===== config.mk =====
export PLATFORM = sky130hd
export DESIGN_NAME = debug_word_scanner
export DESIGN_NICKNAME = d
export VERILOG_FILES = /design/src/rtl/debug_word_scanner.sv
export SDC_FILE = /design/constraint.sdc
export NUM_CORES = 1
export LEC_CHECK = 0
export BUFFER_PORTS_ARGS = -buffer_cell sky130_fd_sc_hd__buf_4
export CAP_MARGIN = 20
export CORE_MARGIN = 1.5
export CORE_UTILIZATION = 35
export CTS_BUF_LIST = sky130_fd_sc_hd__clkbuf_4 sky130_fd_sc_hd__clkbuf_8
export DETAILED_ROUTE_END_ITERATION = 8
export GPL_ROUTABILITY_DRIVEN = 0
export PLACE_DENSITY = 0.6
export SYNTH_ARGS = -nofsm -noshare
export SYNTH_HDL_FRONTEND = slang
export SYNTH_SLANG_ARGS = --single-unit

===== constraint.sdc =====
create_clock -name clock -period 3.5 [get_ports clock]
set_input_delay 0.35 -clock clock [delete_from_list [all_inputs] [get_ports clock]]
set_output_delay 0.35 -clock clock [all_outputs]
set_load 0.02 [all_outputs]

===== src/rtl/debug_word_scanner.sv =====
// rtl/debug_word_scanner.sv - front-panel debug word selector with cursor, fetch FSM and auto-scan timer
module debug_word_scanner #(
    parameter int NUM_CH = 3,
    parameter int DATA_W = 32,
    parameter int ADDR_W = 10,
    parameter logic [NUM_CH*(ADDR_W+1)-1:0] CH_DEPTHS = {11'd1024, 11'd32, 11'd256},
    parameter int RD_LAT = 1,
    parameter int AUTO_PERIOD = 50_000_000,
    localparam int CH_W = (NUM_CH > 1) ? $clog2(NUM_CH) : 1
) (
    input  logic                     clock,
    input  logic                     reset,
    input  logic                     btn_next,
    input  logic                     btn_prev,
    input  logic                     btn_chan,
    input  logic                     auto_en,
    output logic                     rd_req,
    output logic [CH_W-1:0]          rd_chan,
    output logic [ADDR_W-1:0]        rd_addr,
    input  logic [NUM_CH*DATA_W-1:0] rd_data_all,
    output logic [DATA_W-1:0]        word,
    output logic                     word_valid,
    output logic [CH_W-1:0]          cur_chan,
    output logic [ADDR_W-1:0]        cur_index
);

    localparam int DW = ADDR_W + 1;
    localparam int TW = $clog2(AUTO_PERIOD);
    localparam int LW = (RD_LAT > 1) ? $clog2(RD_LAT) : 1;

    typedef enum logic [1:0] {IDLE, ISSUE, WAIT} state_t;

    state_t              state_q, state_d;
    logic                started;
    logic [LW-1:0]       lat_cnt;
    logic [TW-1:0]       timer;

    logic [DATA_W-1:0]   sel_data;
    logic [DW-1:0]       sel_depth, sel_last, nxt_depth;
    logic [CH_W-1:0]     chan_inc;
    logic [ADDR_W-1:0]   idx_inc, idx_dec, idx_keep;
    logic                expire, do_chan, do_next, do_prev, load;

    // Per-channel mux of read data and channel depths for the current and next channel
    always_comb begin
        sel_data  = '0;
        sel_depth = '0;
        nxt_depth = '0;
        chan_inc  = (cur_chan == CH_W'(NUM_CH - 1)) ? '0 : cur_chan + 1'b1;
        for (int i = 0; i < NUM_CH; i++) begin
            if (cur_chan == CH_W'(i)) begin
                sel_data  = rd_data_all[i*DATA_W +: DATA_W];
                sel_depth = CH_DEPTHS[i*DW +: DW];
            end
            if (chan_inc == CH_W'(i)) begin
                nxt_depth = CH_DEPTHS[i*DW +: DW];
            end
        end
        sel_last = sel_depth - 1'b1;
        idx_inc  = ({1'b0, cur_index} == sel_last) ? '0 : cur_index + 1'b1;
        idx_dec  = (cur_index == '0) ? sel_last[ADDR_W-1:0] : cur_index - 1'b1;
        idx_keep = ({1'b0, cur_index} < nxt_depth) ? cur_index : '0;
    end

    // Next-state and event arbitration; events only count while idle
    always_comb begin
        state_d = state_q;
        do_chan = 1'b0;
        do_next = 1'b0;
        do_prev = 1'b0;
        load    = 1'b0;
        expire  = (timer == TW'(AUTO_PERIOD - 1));
        case (state_q)
            IDLE: begin
                if (btn_chan)
                    do_chan = 1'b1;
                else if (btn_next)
                    do_next = 1'b1;
                else if (btn_prev)
                    do_prev = 1'b1;
                else if (expire && auto_en)
                    do_next = 1'b1;
                // an expiry without auto_en is a plain refresh of the same cursor
                if (do_chan || do_next || do_prev || expire)
                    state_d = ISSUE;
            end
            ISSUE: begin
                // hold off the very first strobe until one clock after reset release
                if (started)
                    state_d = WAIT;
            end
            WAIT: begin
                if (lat_cnt == LW'(RD_LAT - 1)) begin
                    load    = 1'b1;
                    state_d = IDLE;
                end
            end
            default: state_d = ISSUE;
        endcase
    end

    // FSM state register
    always_ff @(posedge clock or posedge reset) begin
        if (reset)
            state_q <= ISSUE;
        else
            state_q <= state_d;
    end

    // Marks the first clock after reset so the initial fetch strobes cleanly
    always_ff @(posedge clock or posedge reset) begin
        if (reset)
            started <= 1'b0;
        else
            started <= 1'b1;
    end

    // Read latency counter, runs only while waiting for source data
    always_ff @(posedge clock or posedge reset) begin
        if (reset)
            lat_cnt <= '0;
        else if (state_q == WAIT)
            lat_cnt <= lat_cnt + 1'b1;
        else
            lat_cnt <= '0;
    end

    // Auto-step / refresh timer: counts idle cycles, clears on any exit from idle
    always_ff @(posedge clock or posedge reset) begin
        if (reset)
            timer <= '0;
        else if (state_q == IDLE && state_d == IDLE)
            timer <= timer + 1'b1;
        else
            timer <= '0;
    end

    // Cursor moves and word capture; a cursor move invalidates the shown word
    always_ff @(posedge clock or posedge reset) begin
        if (reset) begin
            cur_chan   <= '0;
            cur_index  <= '0;
            word       <= '0;
            word_valid <= 1'b0;
        end else if (do_chan) begin
            cur_chan   <= chan_inc;
            cur_index  <= idx_keep;
            word_valid <= 1'b0;
        end else if (do_next) begin
            cur_index  <= idx_inc;
            word_valid <= 1'b0;
        end else if (do_prev) begin
            cur_index  <= idx_dec;
            word_valid <= 1'b0;
        end else if (load) begin
            word       <= sel_data;
            word_valid <= 1'b1;
        end
    end

    assign rd_req  = started && (state_q == ISSUE);
    assign rd_chan = cur_chan;
    assign rd_addr = cur_index;

endmodule

== Word-level counts from Yosys, hierarchy flattened ==
Index checks and enable logic that the tools add are counted.

* Bits in registers: 75
* Latch bits: 0
* RAM bits: 0
* ROM bits: 0
* Input bits: 102
* Output and inout port bits: 58
* Word-level logic and storage cells: 84
* Memories kept: 0

* $add $sub $neg: 6
* Multiply operators: 0
* Divide/modulo/power cells: 0
* $lt $le $gt $ge: 1
* Equal/unequal tests: 9
* Shifts and indexed selects: 0
* Multiplexer cells: 42
* Bitwise operators: 3
* Reduce and logical (&&, ||, !) cells: 15

{| class="wikitable"
|+ Operators by type and width
! kind !! number
|-
| $mux W32 || 3
|-
| $mux W10 || 6
|-
| $mux W11 || 4
|-
| $add A26 B1 Y26 const B || 1
|-
| $eq A26 B26 Y1 const B || 1
|-
| $mux W26 || 1
|-
| $mux W1 || 21
|-
| $mux W9 || 2
|-
| $eq A10 B11 Y1 || 1
|-
| $lt A10 B11 Y1 || 1
|-
| $sub A11 B1 Y11 const B || 1
|-
| $add A10 B1 Y10 const B || 1
|-
| $logic_not A10 Y1 || 1
|-
| $sub A10 B1 Y10 const B || 1
|-
| $logic_not A2 Y1 || 4
|-
| $mux W2 || 4
|-
| $eq A2 B1 Y1 const B || 3
|-
| $eq A2 B2 Y1 const B || 3
|-
| $pmux W2 S3 || 1
|-
| $reduce_and A4 Y1 || 1
|-
| $reduce_bool A4 Y1 || 1
|-
| $logic_and A1 B1 Y1 || 3
|-
| $logic_or A1 B1 Y1 || 3
|-
| $not A1 Y1 || 3
|-
| other kinds (5) || 5
|}

== Logic depth before layout (Yosys ltp) ==
* Word-level depth: 15
* Gate-level depth with buffers: 11
* Mapped depth without buffers: 9

== Least setup slack after synthesis ==
No wires, ideal clock.

* Kind: flip-flop to flip-flop
* From: reg cur_chan[0]
* To: reg cur_index[2]
* Library setup time: 126 ps
* Arrival time: 2681 ps
* Data required time: 3374 ps
* Path slack: 693 ps
* Stages on the path, launching flop included: 12
* Path buffers: 2
* Period minus slack after synthesis: 2807 ps
* Cells stage by stage: dfrtp_1 > buf_2 > buf_1 > or2_2 > ha_1 > inv_1 > ha_1 > or3_1 > o2111ai_2 > o21a_2 > and2_1 > a311o_1

* Word-level cells in the longest chain between the ends: 9
* Elaborated cells between the ends (all ways): 24
* Classes of those cells: 2 x add/sub; 1 x order compare; 6 x eq/ne; 12 x mux; 3 x reduce/logical

{| class="wikitable"
|+ RTL lines
! what !! RTL line !! RTL
|-
| start: declaration || 23 || <nowiki>output logic [CH_W-1:0] cur_chan,</nowiki>
|-
| start signal: assignment || 146 || <nowiki>cur_chan <= chan_inc;</nowiki>
|-
| $add A2 B1 Y2, or another cell as far along || 49 || <nowiki>chan_inc = (cur_chan == CH_W'(NUM_CH - 1)) ? '0 : cur_chan + 1'b1;</nowiki>
|-
| $mux W2 / $mux W9 (equally long branches) || 49, 51 ||
|-
| $logic_not A2 Y1 / $mux W11 (equally long branches) || 55, 51 ||
|-
| $mux W9 / $mux W11 (equally long branches) || 55, 51 ||
|-
| $mux W11 / $sub A11 B1 Y11 (equally long branches) || 55, 59 ||
|-
| $mux W11 / $eq A10 B11 Y1 (equally long branches) || 55, 60 ||
|-
| $lt A10 B11 Y1 / $mux W10 (equally long branches) || 62, 60 ||
|-
| $ne A2 B2 Y1 (no source line) / $mux W10 (equally long branches) || n/a ||
|-
| $reduce_and A2 Y1 (no source line) / $mux W10 (equally long branches) || n/a ||
|-
| end signal: assignment || 147 || <nowiki>cur_index <= idx_keep;</nowiki>
|-
| end signal: assignment || 150 || <nowiki>cur_index <= idx_inc;</nowiki>
|-
| end signal: assignment || 153 || <nowiki>cur_index <= idx_dec;</nowiki>
|-
| end: declaration || 24 || <nowiki>output logic [ADDR_W-1:0] cur_index</nowiki>
|}

Several ways; a longest one is shown, not always the timed one. The select of a mux whose other input is x is not followed.
A chain may end at the register's enable or synchronous reset.

== Final worst setup path ==
Same ends and word-level chain as after synthesis.

==> flow_summary.ini <==
[final_layout]
area.growth.synth_to_final_pct = 32.0
antennaDiodeCount = 0
stdcell_area_mm2 = 0.00591
layout.nets = 753
ratio_of_cells_with_drive_above_1_in_the_final_layout = 0.324
fin_cells = 823
final_common_cell = sky130_fd_sc_hd__buf_4
top_library_cells_by_usage_in_the_layout_fill_and_taps_aside = sky130_fd_sc_hd__buf_4, sky130_fd_sc_hd__nor2_1, sky130_fd_sc_hd__dfrtp_1, sky130_fd_sc_hd__a21oi_1, sky130_fd_sc_hd__mux2i_1

[floorplanning]
fp.dieArea_mm2 = 0.0135
core_mm2 = 0.0126
die_width_um = 116
die_height_um = 116
placementRows = 41
io-pin-count = 160
initial_core_util = 0.356

[grt]
maximum_number_of_pins_on_one_net_before_global_route_repair = 66
global_router_s_overall_resource_usage = 0.171
gr-total-overflow = 0
first_global_vias = 3730
antenna_found_initial = 0
grt_first_pass_wirelength_um = 18200

[synth]
synth-seq-area-share = 0.420
synth_enable_flop_cells = 0
netlist-cell-type-count = 64
yosysTopAreaCellShare = 0.414
synth_area_leader_cell = sky130_fd_sc_hd__dfrtp_1
synth-seq-cells = 75
synth_async_sr_flop_share = 1.00
synth_area_mm2 = 0.00448
synth_top_cells_by_area = sky130_fd_sc_hd__dfrtp_1, sky130_fd_sc_hd__nor2_1, sky130_fd_sc_hd__mux2i_1
synth_flop_cell = sky130_fd_sc_hd__dfrtp_1
synth.net_count = 615
synth_area_per_cell_um2 = 8.81
synth_warnings = 0
post_synth_inst_count = 508

[drt]
antenna_violating_nets_post_route = 0
drt_first_iter_violations = 216
drt_drc_violations_left = 0
per_cell_via_count_in_the_routed_design = 4.99
dr.pass1.iters = 4
vias = 4105
avgRoutedWirePerCell_um = 14.2
wirelength_um = 11700

[cts]
cts-root-to-sink-buffers = 2
insertion_delay_ns = 0.35
cts_num_sinks = 75
htree_num_levels = 3
post-cts-setup-buffer-count = 0
clockRootBuffer = sky130_fd_sc_hd__clkbuf_8
post_cts_resized = 0
cts_tree = done
cts_made_buffers = 9
cts-hold-fix-buffers = 0
clkSlewWorstSetupHoldPaths_ns = 0.08

[setup_path]
timing.setup.critical_path_class = register to register
crit_required_ns = 3.74
worst_reg2reg_startpoint = cur_chan[0]
worstSetupStartpointType = register
setup.worst_path.end_class = register
crit_start = cur_chan[0]
cp_max_fo = 12
worstPathArrival_ns = 2.68

[sta]
rsz_0062_raised_after_global_routing = false
fin_tns_setup_ns = 0
maxSlewHeadroom = 0.469
finalMaxSlewViolations = 0
fin_skew_ns = 0.0108
post-route-min-period_ns = 2.43
worst_slew_pin_slew_ns = 0.795
finalSetupViolations = 0
fmax_ghz = 0.411
final_min_period_over_clock_period = 0.695
final_hold_viol_count = 0

[placement]
place.port_buffers = 159
place_area_mm2 = 0.00573
post_dp_hpwl_um = 8840
count_of_placed_standard_cells_including_taps = 807

[status]
outcome = complete, no violations

[power]
power_density_mw_per_mm2 = 698
vdd.ir_drop.worst_mv = 0.345
overall_power_uw = 4120
leakage_uw = 0.00260

[worst_hold_path]
kind_of_path_behind_the_tightest_hold_check = input port to async pin

[flow_run]
drv_cap = 0
==> critical path: stages (launching register included) <==
cell	delay (ns)
sky130_fd_sc_hd__dfrtp_2	0.53
sky130_fd_sc_hd__nand2b_1	0.26
sky130_fd_sc_hd__ha_1	0.25
sky130_fd_sc_hd__inv_1	0.05
sky130_fd_sc_hd__ha_1	0.26
sky130_fd_sc_hd__or3_1	0.11
sky130_fd_sc_hd__o2111ai_2	0.18
sky130_fd_sc_hd__o21a_2	0.22
sky130_fd_sc_hd__and2_1	0.16
sky130_fd_sc_hd__a311o_1	0.30
==> through the flow <==
stage | setup slack [ns] | hold slack [ns] | utilization
floorplan | 0.693 | 0.455 | -
global placement | 1.10 | 0.461 | 0.456
detailed placement | 1.06 | 0.478 | 0.456
CTS | 1.06 | 0.0787 | 0.470
global route | 0.889 | 0.101 | 0.470
finish | 1.07 | 0.0703 | 0.470
==> cells in the mapped netlist, types with 4 or more instances <==
| cell type | n |
|---|---|
| sky130_fd_sc_hd__nor2_1 | 111 |
| sky130_fd_sc_hd__nand2_1 | 22 |
| sky130_fd_sc_hd__inv_1 | 11 |
| sky130_fd_sc_hd__ha_1 | 5 |
| sky130_fd_sc_hd__xnor2_1 | 14 |
| sky130_fd_sc_hd__buf_4 | 12 |
| sky130_fd_sc_hd__nand3_1 | 16 |
| sky130_fd_sc_hd__and3_1 | 6 |
| sky130_fd_sc_hd__nand4_1 | 6 |
| sky130_fd_sc_hd__clkbuf_1 | 16 |
| sky130_fd_sc_hd__dfrtp_1 | 74 |
| sky130_fd_sc_hd__mux2i_1 | 35 |
| sky130_fd_sc_hd__o21ai_0 | 10 |
| sky130_fd_sc_hd__or3_1 | 4 |
| sky130_fd_sc_hd__buf_2 | 7 |
| sky130_fd_sc_hd__a21oi_1 | 69 |
| sky130_fd_sc_hd__nor3_1 | 5 |
| sky130_fd_sc_hd__xor2_1 | 17 |
==> power breakdown <==
part	leakage [uW]	switching, uW	total, uW	internal (uW)
logic	0.00160	1220	2160	943
registers	0.000921	258	1370	1110
clock network	0.0000818	335	595	260
total	0.00260	1810	4120	2320
==> final timing paths <==
path                                     end  slack [ns]  depth (start not counted)
worst min-delay path                 word[2]        0.07                          2
max in group asynchronous          timer[18]        2.66                          3
min in group clock                  word[13]        0.28                          3
worst max register to register  cur_index[2]        1.07                          9
worst min register to register      timer[0]        0.51                          1
worst max-delay path            cur_index[2]        1.07                          9
==> cell type report <==
| class | count | area, um2 |
|---|---|---|
| sequential | 75 | 1880 |
| inverter | 11 | 41.3 |
| multi-input combinational | 383 | 2350 |
| fill | 1254 | 6660 |
| tap | 172 | 215 |
| clock buffer | 9 | 124 |
| clock inverter | 7 | 53.8 |
| timing repair buffer | 166 | 1250 |
==> registers in the layout (all words and copies together) (netlist names) <==
| name | cells |
|---|---|
| cur_index | 10 |
| cur_chan | 2 |
| started | 1 |
| state_q | 2 |
| word_valid | 1 |
| lat_cnt | 1 |
| word | 32 |
| timer | 26 |
==> metal layers <==
| metal | wire length (um) | part of all wire | GRT usage | vias to the layer above |
|---|---|---|---|---|
| met5 | 0 | 0 | 0 | - |
| met4 | 165 | 0.014 | 0.0569 | 0 |
| met2 | 5910 | 0.51 | 0.280 | 95 |
| li1 | - | - | - | 2033 |
| met1 | 5190 | 0.44 | 0.226 | 1964 |
| met3 | 433 | 0.037 | 0.0377 | 13 |
==> cell families (layout without fill, tap and decap cells) <==
group	Yosys count	after routing	share of synthesized area
other	1	1	0.000838
AND/OR/NAND/NOR	201	201	0.220
buffers and inverters	50	193	0.0573
AO/OA/AOI/OAI	109	109	0.147
XOR/XNOR	31	31	0.0607
multiplexers	36	36	0.0808
flip-flops	75	75	0.420
adder cells (fa/ha/maj)	5	5	0.0140
No activity file was read; power rests on OpenSTA's default activity.
